--- src/rtl/ram_arbiter.sv ---
// Two-port round-robin arbiter for a single-port RAM with bounded locked bursts.
// Optional statistics counters are enabled by defining ARB_STATS_EN.
module ram_arbiter #(
  parameter int WIDTH    = 32,
  parameter int MAX_LOCK = 16,
  parameter int RD_LAT   = 1
) (
  input  logic             clock,
  input  logic             reset,
  input  logic             req0,
  input  logic             req1,
  input  logic             lock0,
  input  logic             lock1,
  input  logic             we0,
  input  logic             we1,
  input  logic [WIDTH-1:0] addr0,
  input  logic [WIDTH-1:0] addr1,
  input  logic [WIDTH-1:0] wdata0,
  input  logic [WIDTH-1:0] wdata1,
  output logic             gnt0,
  output logic             gnt1,
  output logic             rvalid0,
  output logic             rvalid1,
  output logic [WIDTH-1:0] rdata0,
  output logic [WIDTH-1:0] rdata1,
  output logic [WIDTH-1:0] mem_addr,
  output logic [WIDTH-1:0] mem_wdata,
  output logic             mem_we,
  input  logic [WIDTH-1:0] mem_rdata
`ifdef ARB_STATS_EN
  ,
  output logic [31:0]      conflicts,
  output logic [31:0]      stall0,
  output logic [31:0]      stall1
`endif
);

  localparam int LCW = $clog2(MAX_LOCK) + 1;
  localparam logic [LCW-1:0] MAX_CNT = LCW'(MAX_LOCK);

  typedef enum logic [1:0] {IDLE = 2'd0, OWN0 = 2'd1, OWN1 = 2'd2} owner_t;

  owner_t           state_r;
  logic             last_r;
  logic [LCW-1:0]   lock_cnt_r;
  logic             gnt0_s;
  logic             gnt1_s;
  logic [RD_LAT-1:0] rd0_pipe_r;
  logic [RD_LAT-1:0] rd1_pipe_r;
  logic [WIDTH-1:0] rdata0_hold_r;
  logic [WIDTH-1:0] rdata1_hold_r;

  // Saturating lock-length update for the port being granted.
  function automatic logic [LCW-1:0] next_cnt(input logic lk, input logic same_owner,
                                               input logic [LCW-1:0] cnt);
    if (!lk) begin
      next_cnt = {LCW{1'b0}};
    end else if (!same_owner) begin
      next_cnt = LCW'(1);
    end else if (cnt == MAX_CNT) begin
      next_cnt = cnt;
    end else begin
      next_cnt = cnt + LCW'(1);
    end
  endfunction

  // Grant decision: locked owner, forced release at MAX_LOCK, else round robin.
  always_comb begin
    gnt0_s = 1'b0;
    gnt1_s = 1'b0;
    if (reset) begin
      gnt0_s = 1'b0;
      gnt1_s = 1'b0;
    end else if (state_r == OWN0 && lock0 && lock_cnt_r < MAX_CNT) begin
      gnt0_s = req0;
    end else if (state_r == OWN1 && lock1 && lock_cnt_r < MAX_CNT) begin
      gnt1_s = req1;
    end else if (state_r == OWN0 && lock0) begin
      if (req1) begin
        gnt1_s = 1'b1;
      end else begin
        gnt0_s = req0;
      end
    end else if (state_r == OWN1 && lock1) begin
      if (req0) begin
        gnt0_s = 1'b1;
      end else begin
        gnt1_s = req1;
      end
    end else if (req0 && req1) begin
      gnt0_s = last_r;
      gnt1_s = ~last_r;
    end else begin
      gnt0_s = req0;
      gnt1_s = req1;
    end
  end

  assign gnt0 = gnt0_s;
  assign gnt1 = gnt1_s;

  // RAM-side mux from whichever port holds the grant.
  always_comb begin
    mem_addr  = {WIDTH{1'b0}};
    mem_wdata = {WIDTH{1'b0}};
    mem_we    = 1'b0;
    if (gnt0_s) begin
      mem_addr  = addr0;
      mem_wdata = wdata0;
      mem_we    = we0;
    end else if (gnt1_s) begin
      mem_addr  = addr1;
      mem_wdata = wdata1;
      mem_we    = we1;
    end else begin
      mem_we    = 1'b0;
    end
  end

  // Ownership state, last-served port and lock length.
  always_ff @(posedge clock) begin
    if (reset) begin
      state_r    <= IDLE;
      last_r     <= 1'b1;
      lock_cnt_r <= {LCW{1'b0}};
    end else if (gnt0_s) begin
      state_r    <= OWN0;
      last_r     <= 1'b0;
      lock_cnt_r <= next_cnt(lock0, state_r == OWN0, lock_cnt_r);
    end else if (gnt1_s) begin
      state_r    <= OWN1;
      last_r     <= 1'b1;
      lock_cnt_r <= next_cnt(lock1, state_r == OWN1, lock_cnt_r);
    end else begin
      case (state_r)
        OWN0: begin
          if (!req0 && !lock0) state_r <= IDLE;
          if (!lock0) lock_cnt_r <= {LCW{1'b0}};
        end
        OWN1: begin
          if (!req1 && !lock1) state_r <= IDLE;
          if (!lock1) lock_cnt_r <= {LCW{1'b0}};
        end
        default: begin
          state_r    <= IDLE;
          lock_cnt_r <= {LCW{1'b0}};
        end
      endcase
    end
  end

  // Read-return tag pipeline and per-port data hold registers.
  always_ff @(posedge clock) begin
    if (reset) begin
      rd0_pipe_r    <= {RD_LAT{1'b0}};
      rd1_pipe_r    <= {RD_LAT{1'b0}};
      rdata0_hold_r <= {WIDTH{1'b0}};
      rdata1_hold_r <= {WIDTH{1'b0}};
    end else begin
      rd0_pipe_r[0] <= gnt0_s & ~we0;
      rd1_pipe_r[0] <= gnt1_s & ~we1;
      for (int i = 1; i < RD_LAT; i++) begin
        rd0_pipe_r[i] <= rd0_pipe_r[i-1];
        rd1_pipe_r[i] <= rd1_pipe_r[i-1];
      end
      if (rvalid0) rdata0_hold_r <= mem_rdata;
      if (rvalid1) rdata1_hold_r <= mem_rdata;
    end
  end

  // Returned data is only on mem_rdata during the valid cycle, so pass it through then.
  assign rvalid0 = rd0_pipe_r[RD_LAT-1] & ~reset;
  assign rvalid1 = rd1_pipe_r[RD_LAT-1] & ~reset;
  assign rdata0  = rvalid0 ? mem_rdata : rdata0_hold_r;
  assign rdata1  = rvalid1 ? mem_rdata : rdata1_hold_r;

`ifdef ARB_STATS_EN
  // Saturating contention and stall counters.
  always_ff @(posedge clock) begin
    if (reset) begin
      conflicts <= 32'd0;
      stall0    <= 32'd0;
      stall1    <= 32'd0;
    end else begin
      if (req0 && req1 && conflicts != 32'hFFFF_FFFF) conflicts <= conflicts + 32'd1;
      if (req0 && !gnt0_s && stall0 != 32'hFFFF_FFFF) stall0 <= stall0 + 32'd1;
      if (req1 && !gnt1_s && stall1 != 32'hFFFF_FFFF) stall1 <= stall1 + 32'd1;
    end
  end
`endif

endmodule

--- config.mk ---
export PLATFORM = sky130hd
export DESIGN_NAME = ram_arbiter
export DESIGN_NICKNAME = d
export VERILOG_FILES = /design/src/rtl/ram_arbiter.sv
export SDC_FILE = /design/constraint.sdc
export NUM_CORES = 1
export LEC_CHECK = 0
export ABC_AREA = 1
export ABC_CLOCK_PERIOD_IN_PS = 3620
export CELL_PAD_IN_SITES_DETAIL_PLACEMENT = 1
export CELL_PAD_IN_SITES_GLOBAL_PLACEMENT = 2
export CORE_MARGIN = 2
export CORE_UTILIZATION = 19
export CTS_CLUSTER_SIZE = 10
export DETAILED_ROUTE_END_ITERATION = 10
export GPL_TIMING_DRIVEN = 1
export PLACE_DENSITY_LB_ADDON = 0.3
export SETUP_SLACK_MARGIN = 0.15
export SLEW_MARGIN = 0
export SYNTH_ARGS = -nofsm -noshare
export SYNTH_HDL_FRONTEND = slang
export SYNTH_SLANG_ARGS = --single-unit
--- constraint.sdc ---
create_clock -name clock -period 3.62 [get_ports clock]
set_input_delay 0.905 -clock clock [delete_from_list [all_inputs] [get_ports clock]]
set_output_delay 0.905 -clock clock [all_outputs]
set_load 0.01 [all_outputs]
==> impl_summary.log <==
[metrics] run status: finished clean
[metrics] post-CTS setup repair buffer count: 0
[metrics] worst max-slew margin expressed relative to the limit: 0.704
[metrics] post-synthesis xor/xnor area fraction: 0.00208
[metrics] minimum clock period: 3390 ps
[metrics] Worst IR Drop VDD: around 200 µV
[metrics] Netlist Area Pre-Place: 4210 µm²
[metrics] max-cap violations: 0
[metrics] Final Worst Setup Slack: about 230 ps
[metrics] fraction of registers with async set or reset after synthesis: 0
[metrics] data required time at the worst endpoint: 2710 ps
[metrics] pre-CTS setup slack: -300 ps
[metrics] leak pwr: 3.31 nW
[metrics] DR WL/cell: 18.1 µm
[metrics] count of state elements after synthesis: between 70 and 80
[metrics] # diodes: 0
[metrics] number of distinct library cell variants in the gate-level netlist after synthesis: 26
[metrics] delay of the slowest cell on the worst path: 480 ps
[metrics] complex-gate fraction of the synthesized area: 0.334
[metrics] die height: between 150 and 200 µm
[metrics] first-pass GRT wire length: between 30000 and 40000 µm
[metrics] crit share post-route: 0.936
[metrics] Reg clk slew, reported paths: 60 ps
[metrics] CTS root buffer: sky130_fd_sc_hd__clkbuf_16
[metrics] placed instance area: ~7700 µm²
[metrics] net switching component of the power: 727 µW
[metrics] unrepaired setup endpoints after global routing: false
[metrics] post-route insts no fill: around 1200
[metrics] Avg Cell Area, Syn: about 7.5 µm²
[metrics] critical path capture point type: output port
[metrics] # hold bufs at CTS: 0
[metrics] Vias per Instance: around 4.5
[metrics] clock power share: 0.329
[metrics] count of mapped cells out of synthesis: 564
[metrics] leading post-synthesis cells by cell area: sky130_fd_sc_hd__dfxtp_1 35%, sky130_fd_sc_hd__a22o_1 13%, sky130_fd_sc_hd__a211oi_1 12%, sky130_fd_sc_hd__a21oi_1 8.1%, sky130_fd_sc_hd__nor2_1 7.5%
[metrics] number of remaining DRC errors: 0
[metrics] Die Area: 23400 µm²
[metrics] multiplexer share of the synthesized area: 0
[metrics] clock skew after layout: slightly below 10 ps
[metrics] category of cells accounting for the largest share of critical-path delay: buffers and inverters
[metrics] Max Transition Viols Final: 0
[metrics] worst slew pin tran: roughly 440 ps
[metrics] growth of design area from synthesis to finish: 88.9%
[metrics] global route overflow: 0
[metrics] effective utilization at floorplan: 0.193
[metrics] Final Instance Area: just under 8000 µm²
[metrics] DR vias: 5166
[metrics] count of placed standard cells including taps: 1134
[metrics] most numerous cell in the Yosys netlist: sky130_fd_sc_hd__nor2_1
[metrics] final core utilization: 0.365
[metrics] power density over the cells: approximately 320 nW/µm²
[metrics] buffers and inverters on the worst path: 5
[metrics] # port buffers: 300
[metrics] Die Wd: 153 µm
[metrics] Worst Setup Start Kind: input port
[metrics] Critical Path AT: 2480 ps
[metrics] combinational cell fraction of total power: 0.328
[metrics] proportion of power drawn by flip-flops and latches: 0.343
[metrics] Max Root-Sink Buffers: 2
[metrics] number of enable-type register cells in the synthesized netlist: 0
[metrics] Total Neg Setup Slack: 0 ps
[metrics] maximum number of pins on one net before global-route repair: 47
[metrics] fraction of the mapped netlist area in simple logic gates: 0.168
[metrics] maximum operating frequency: 295 MHz
[metrics] number of detailed-routing iterations run before antenna repair: 4
[metrics] maximum fanout along the worst path: 23
[metrics] Synth Warn #: 0
[metrics] Core Region: 21800 µm²
[metrics] predominant post-synthesis flop cell: sky130_fd_sc_hd__dfxtp_1
[metrics] cell type of the slowest stage on the worst timing path: sky130_fd_sc_hd__clkdlybuf4s50_1
[metrics] boundary pin count: 301
[metrics] Initial DRC Count: roughly 230
[metrics] number of rows in the core area: 54
[metrics] share of synthesized cell area in full adder, half adder and majority cells: 0.00594
[metrics] cell internal power dissipation: around 1.8 mW
[metrics] worst-path cell chain: clkdlybuf4s50_1, inv_1, nand2_1, nand3_2, nand3_4, inv_8, buf_12, a22o_1, dlygate4sd2_1
[metrics] gp weighted congestion: 0.802
[metrics] clock tree from TritonCTS: done
[metrics] overall routed net length: between 20000 and 25000 µm
[metrics] classification of the worst setup path: input port to output port
[metrics] sequential area share after synthesis: 0.352
[metrics] number of global-route vias before repair: between 5000 and 6000
[metrics] synthesized net count: around 730
[metrics] endpoints failing hold: 0
[metrics] main combinational cell family by area after synthesis: compound AO/OA/AOI/OAI gates
[metrics] class of the tightest hold or removal check: flip-flop to flip-flop
[metrics] clock latency at the later pin of the worst-skew pair: 340 ps
[metrics] top cell types by occurrence after synthesis: 84 x sky130_fd_sc_hd__nor2_1, 83 x sky130_fd_sc_hd__inv_1, 74 x sky130_fd_sc_hd__dfxtp_1
[metrics] share of layout cells above drive strength 1: 0.0849
[metrics] Antenna Nets Post-Route: 0
[metrics] largest area contributor in the synthesized netlist: sky130_fd_sc_hd__dfxtp_1
[metrics] Switching Fraction: 0.285
[metrics] global-route total usage across every layer: 0.174
[metrics] nets: a little over 1000
[metrics] number of buffers inserted during clock tree synthesis: 9
[metrics] antenna violations before repair: 0
[metrics] number of levels in the clock H-tree: 3
[metrics] final setup vio count: 0
[metrics] area share of the largest cell type after synthesis: 0.352
[metrics] CTS sink cnt: 74
[metrics] placed wire-length estimate: ~16000 µm
==> final cells by class <==
cell class	instances	area (µm²)
clock inverters	2	12.5
clock buffers	13	260
well taps	280	350
inverters	91	354
flip-flops and latches	74	1480
fillers	2616	13900
repair buffers	337	3350
multi-input cells	355	2150
==> power by group through the flow <==
stage,combinational [mW],clock (mW),sequential (mW)
2_1_floorplan,0.332,0,0.891
3_3_place_gp,0.866,0,0.894
3_5_place_dp,0.865,0,0.895
4_1_cts,0.838,0.876,0.878
5_1_grt,0.904,0.911,0.881
6_report,0.838,0.841,0.877
==> registers in the layout, summed over array words and instances (netlist names) <==
name           flops
last_r             1
lock_cnt_r         5
rd0_pipe_r         1
rd1_pipe_r         1
rdata0_hold_r     32
rdata1_hold_r     32
state_r            2
==> stage by stage <==
step / power (mW) / hold slack, ps
floorplan: 1.22 / 437
global placement: 1.76 / 450
detailed placement: 1.76 / 457
CTS: 2.59 / 471
global route: 2.70 / 486
finish: 2.56 / 468
==> timing repair <==
item | CTS | global route
gates cloned | 2 | 1
setup endpoints to repair | 67 | 51
resized for setup | 79 | 13
==> cells by family after synthesis <==
family / count (synthesis)
adder cells (fa/ha/maj): 2
AO/OA/AOI/OAI: 199
buffers and inverters: 135
AND/OR/NAND/NOR: 153
flip-flops: 74
XOR/XNOR: 1
==> per-layer routing <==
layer | GRT usage | wire length [µm] | up-vias
met3 | 0.0357 | 855 | 15
met4 | 0.0388 | 259 | 0
li1 | - | - | 2572
met5 | 0 | 0 | -
met2 | 0.305 | 10300 | 134
met1 | 0.220 | 9480 | 2445
==> worst paths after layout <==
check	startpoint	endpoint	slack, ps	depth (start not counted)
max	req0	mem_wdata[31]	230	9
min	rdata1_hold_r[5]	rdata1_hold_r[5]	470	2
max reg2reg	state_r[1]	lock_cnt_r[4]	1810	12
min reg2reg	rdata1_hold_r[5]	rdata1_hold_r[5]	470	2
==> worst register-to-register path, cell delays in order (launching register included) <==
cell and delay (ps):
sky130_fd_sc_hd__dfxtp_1 410, sky130_fd_sc_hd__inv_2 60, sky130_fd_sc_hd__nor2_4 190, sky130_fd_sc_hd__nand3_2 140
sky130_fd_sc_hd__buf_4 160, sky130_fd_sc_hd__nand2_2 70, sky130_fd_sc_hd__nand2_4 50, sky130_fd_sc_hd__nand3_4 80
sky130_fd_sc_hd__buf_4 190, sky130_fd_sc_hd__nand2_2 80, sky130_fd_sc_hd__nor2_4 140, sky130_fd_sc_hd__nor2_1 70
sky130_fd_sc_hd__nor2_1 100
==> placed cells by master, fill, tap and decap left out, drive strengths merged, types with 4 or more instances in the layout <==
cell type	instances
dlygate4sd2	59
buf	35
nand4	17
a22o	64
nand3	15
a211oi	65
dfxtp	74
a21oi	68
nor2	87
nand2	30
clkdlybuf4s15	8
clkdlybuf4s50	229
inv	90
clkbuf	17
nor3	4
Power figures use the tool's default switching activity.
==> RTL edit 1: new RTL, same flow settings <==
Build with the macro `ARB_STATS_EN` defined.
--- a/src/rtl/ram_arbiter.sv
+++ b/src/rtl/ram_arbiter.sv
@@ -1,5 +1,7 @@
 // Two-port round-robin arbiter for a single-port RAM with bounded locked bursts.
 // Optional statistics counters are enabled by defining ARB_STATS_EN.
+`define ARB_STATS_EN
+
 module ram_arbiter #(
   parameter int WIDTH    = 32,
   parameter int MAX_LOCK = 16,
Function (old outputs only; new: conflicts, stall0 and stall1): kept (Yosys induction, for registers that start in step).
==> RTL edit 1 against the original RTL <==
  * Wire length up 140%
  * Synthesized cell count rose to 2.6 times the old value
  * Worst setup slack got worse by 30 ps
  * Sequential cell count increased by 96
  * Cell area rose by 94%
  * Sequential share of layout area is 3.4 points higher
  * Global-route usage is 0.072 points higher
  * Die area up 130%
  * Non-clock buffer count is 100 higher
  * Synthesized area up 140%
  * Total power is 95% higher
  * Largest cell class is now multi-input combinational cells
==> RTL edit 1: results (changes against the original RTL) <==
routed length per placed instance - 19.2 um (+5.8%)
gpl congestion - 0.837 (+4.4%)
drt first-iter violations - 593 (+160%)
Slew @ Worst Pin - 1170 ps (+727 ps)
hold path start - rdata1_hold_r[13]
post-synthesis xor/xnor area fraction - 6.46% (+6.3 points)
compound-gate portion of the synthesized area - 19.0% (-14 points)
worst r2r src - stall0[0]
register area share after synthesis - 33.9% (-1.3 points)
Pre-Repair DR Iteration Count - 5 (+1)
first-pass GRT wire length - 72500 um (+130%)
Port Buffers - 396 (+32%)
share of cells above drive strength 1 - 6.84% (-1.6 points)
Worst R2R End - stall0[25]
Static Leakage - 5.47 nW (+66%)
Data arrival, critical path - 2510 ps (+30 ps)
R2R depth - 9 (-3)
final net count - 2030 (+96%)
gr usage total - 17.5% (+0.072 points)
total CTS buffers - 17 (+8)
worst hold stages - 2 (unchanged)
largest net degree at the start of global routing - 95 (+100%)
Distinct cells, synth - 37 (+42%)
clock skew - 12.7 ps (+2.90 ps)
clock-pin slew on the worst setup and hold paths - 80 ps (+20 ps)
synthesis warning total - 0 (unchanged)
CP Max Fanout - 21 (-8.7%)
post-detail-place hpwl - 37400 um (+140%)
outcome - finished, final reports clean
CTS HTree Levels - 4 (+1)
Fillers - 6398 (+140%)
Cells after DPL - 2519 (+120%)
top cells by area, synth - dfxtp_1 (34%), nand2_1 (12%), a21oi_1 (7.8%)
VDD IR-drop max - 0.332 mV (+67%)
Mapped Nets - 1657 (+130%)
DR vias - 11600 (+130%)
adder-cell share of the synthesized area - 0.623% (+0.029 points)
worst hold path endpoint - rdata1_hold_r[13]
worst-skew pair later-pin latency - 490 ps (+150 ps)
initial antenna violation count - 9 (+9)
mean post-synth cell area - 6.76 um^2 (-9.4%)
top cells by count, synth - nand2_1 (318), nor2_1 (181), dfxtp_1 (170)
total wire length - 49100 um (+140%)
reg-to-reg slack, setup - 1080 ps (-730 ps)
-- RTL edit 1: changes by cell type after synthesis, moves of 25 or more --
| cell | unedited run | this run |
|---|---|---|
| a21oi_1 | 68 | 156 |
| dfxtp_1 | 74 | 170 |
| inv_1 | 83 | 135 |
| nand2_1 | 26 | 318 |
| nand3_1 | 11 | 68 |
| nand4_1 | 17 | 63 |
| nor2_1 | 84 | 181 |
| nor3_1 | 4 | 54 |
| xnor2_1 | 0 | 25 |
| xor2_1 | 1 | 49 |
-- RTL edit 1: power breakdown --
group	switching (W)	internal [W]	leakage [nW]
Combinational	0.000546	0.000539	3.81
Sequential	0.0000238	0.00193	1.38
Clock	0.000964	0.000986	0.285
-- RTL edit 1: metal layers --
metal | vias to the layer above | track usage (%) | wire [um]
li1 | 5723 | - | -
met1 | 5643 | 24.4 | 23600
met2 | 210 | 26.2 | 21900
met3 | 48 | 5.03 | 2970
met4 | 10 | 4.23 | 613
met5 | - | 0 | 65
-- RTL edit 1: worst max-delay path: stages --
cell	delay, ps
clkdlybuf4s50_1	490
inv_1	70
nand3_2	90
nand2_4	60
nand3_4	110
clkinv_8	110
buf_12	170
a22o_1	200
dlygate4sd2_1	290
-- RTL edit 1: layout make-up --
type | count | area, um^2 | area share (%)
antenna | 1 | 2.50 | 0.0162
clock buffer | 17 | 425 | 2.75
clock inverter | 15 | 176 | 1.14
inverter | 147 | 577 | 3.73
multi-input combinational | 1084 | 5710 | 37.0
sequential | 170 | 3400 | 22.0
tap | 688 | 861 | 5.57
timing repair buffer | 437 | 4300 | 27.8
-- RTL edit 1: cell families after synthesis --
| kind of cell | Yosys count |
|---|---|
| xor+xnor | 74 |
| fa+ha+maj | 5 |
| simple gates | 708 |
| compound gates | 297 |
| buf+inv | 230 |
| flops | 170 |
-- RTL edit 1: worst max path at each step --
stage | endpoint | slack [ps] | cells past startpoint
3_3_place_gp | mem_wdata[25] | -370 | 12
3_5_place_dp | mem_addr[2] | -440 | 12
2_1_floorplan | mem_addr[0] | 670 | 10
4_1_cts | mem_wdata[31] | 150 | 12
5_1_grt | mem_addr[2] | 140 | 12
6_report | mem_addr[19] | 200 | 9
-- RTL edit 1: stage by stage --
step / hold slack [ps] / power, W / area [um^2] / setup WS, ps
finish: 469 / 0.00498 / 15500 / 202
global placement: 454 / 0.00308 / 14800 / -369
detailed placement: 459 / 0.00309 / 14800 / -445
floorplan: 444 / 0.00244 / 10000 / 671
global route: 488 / 0.00524 / 15500 / 143
CTS: 475 / 0.00508 / 15400 / 152
-- RTL edit 1: what timing repair did --
action	in CTS	in global routing
buffers inserted	1	1
setup endpoints to repair	67	63
cloned	3	2
gates resized for setup	91	71
==> RTL edit 2: new RTL, config.mk and constraints unchanged <==
Made on the original files. Encoding of `owner_t`: now one-hot (3 bits for 3 values).
--- a/src/rtl/ram_arbiter.sv
+++ b/src/rtl/ram_arbiter.sv
@@ -38,7 +38,7 @@
   localparam int LCW = $clog2(MAX_LOCK) + 1;
   localparam logic [LCW-1:0] MAX_CNT = LCW'(MAX_LOCK);
 
-  typedef enum logic [1:0] {IDLE = 2'd0, OWN0 = 2'd1, OWN1 = 2'd2} owner_t;
+  typedef enum logic [2:0] {IDLE = 3'b001, OWN0 = 3'b010, OWN1 = 3'b100} owner_t;
 
   owner_t           state_r;
   logic             last_r;
Formal check against the unedited RTL: same outputs for any inputs over 4 cycles, from zero or initial values and one cycle with reset high; so few cycles prove little.
==> RTL edit 2 against the original RTL <==
  * Final cell count fell by 0.78%
  * Combinational power fell by 12%
  * Sequential cell count rose by 1
  * Wire length fell by 5.9%
  * Synthesized area barely moved
  * Cell area barely moved
  * Sequential share of layout area rose by 0.24 points
  * Total power fell by 2.7%
  * Worst setup slack improved by 14 ps
==> RTL edit 2: results (changes against the original RTL) <==
reg-to-reg slack, setup - 1780 ps (-30 ps)
initial antenna violation count - 1 (+1)
final net count - 1029 (-0.87%)
Cells after DPL - 1123 (-0.97%)
register area share after synthesis - 35.7% (+0.51 points)
drt first-iter violations - 168 (-27%)
VDD IR-drop max - 0.231 mV (+16%)
Pre-Repair DR Iteration Count - 6 (+2)
share of cells above drive strength 1 - 8.92% (+0.44 points)
R2R depth - 15 (+3)
DR vias - 5098 (-1.3%)
vias in the first global route - 5077 (-4.1%)
top cells by area, synth - dfxtp_1 (36%), a22o_1 (13%), a211oi_1 (11%)
gr usage total - 16.5% (-0.89 points)
outcome - finished, final reports clean
Vias/cell - 4.46 (-0.54%)
placed instance area - 0.00767 mm^2 (+0.21%)
mean post-synth cell area - 7.62 um^2 (+2.1%)
final hold slack - 465 ps (-2.99 ps)
CP max stage delay - 280 ps (-200 ps)
gpl congestion - 0.822 (+2.5%)
clock skew - 6.26 ps (-3.57 ps)
largest net degree at the start of global routing - 41 (-13%)
hold path start - rdata1_hold_r[0]
slowest stage cell, crit path - dlygate4sd2_1
CP Max Fanout - 18 (-22%)
post-detail-place hpwl - 15300 um (-3.5%)
Mapped Nets - 722 (-1.6%)
first-pass GRT wire length - 30400 um (-4.3%)
RTL edit 2: where the power goes:
group	leakage (nW)	total (W)	internal [W]	switching, W
Clock	0.136	0.000867	0.000528	0.000339
Sequential	0.612	0.000880	0.000868	0.0000126
Combinational	2.55	0.000738	0.000426	0.000312
RTL edit 2: per-layer routing:
metal | GRT usage, % | part of all wire (%) | vias to the layer above
li1 | - | - | 2547
met3 | 5.76 | 7.2 | 18
met4 | 3.62 | 1.4 | 2
met1 | 20.3 | 43 | 2343
met5 | 0 | 0.066 | -
met2 | 27.9 | 48 | 188
RTL edit 2: worst max path at each step:
stage	depth (start not counted)	from	to	slack (ps)
after floorplan	7	req0	mem_addr[10]	640
after global placement	8	lock0	mem_wdata[21]	-300
after detailed placement	8	lock0	mem_wdata[21]	-320
after CTS	13	lock1	mem_wdata[10]	240
after global routing	12	lock1	mem_addr[19]	150
final	13	lock1	mem_wdata[10]	250
RTL edit 2: what timing repair did:
item	in CTS	in global routing
endpoints found under the setup margin	67	5
setup buffers	3	0
pin swaps	5	0
hold endpoints to repair	0	0
gates resized for setup	86	5
gates cloned	2	0
RTL edit 2: cells by family (layout without fill, tap and decap cells):
group / Yosys count / in the layout / share of synthesized area, %
AOI/OAI and AO/OA: 201 / 201 / 33.7
xor gates and xnor gates: 3 / 3 / 0.625
adders and majority gates: 2 / 2 / 0.595
buffers and inverters: 134 / 445 / 13.7
DFF: 75 / 75 / 35.7
and+or+nand+nor: 137 / 137 / 15.6
RTL edit 2: final cells by class:
| class | instances | area, um^2 |
|---|---|---|
| fillers | 2592 | 13800 |
| inverters | 91 | 349 |
| multi-input cells | 343 | 2140 |
| repair buffers | 339 | 3350 |
| clock buffers | 12 | 236 |
| clock inverters | 3 | 40.0 |
| flip-flops and latches | 75 | 1500 |
| well taps | 280 | 350 |
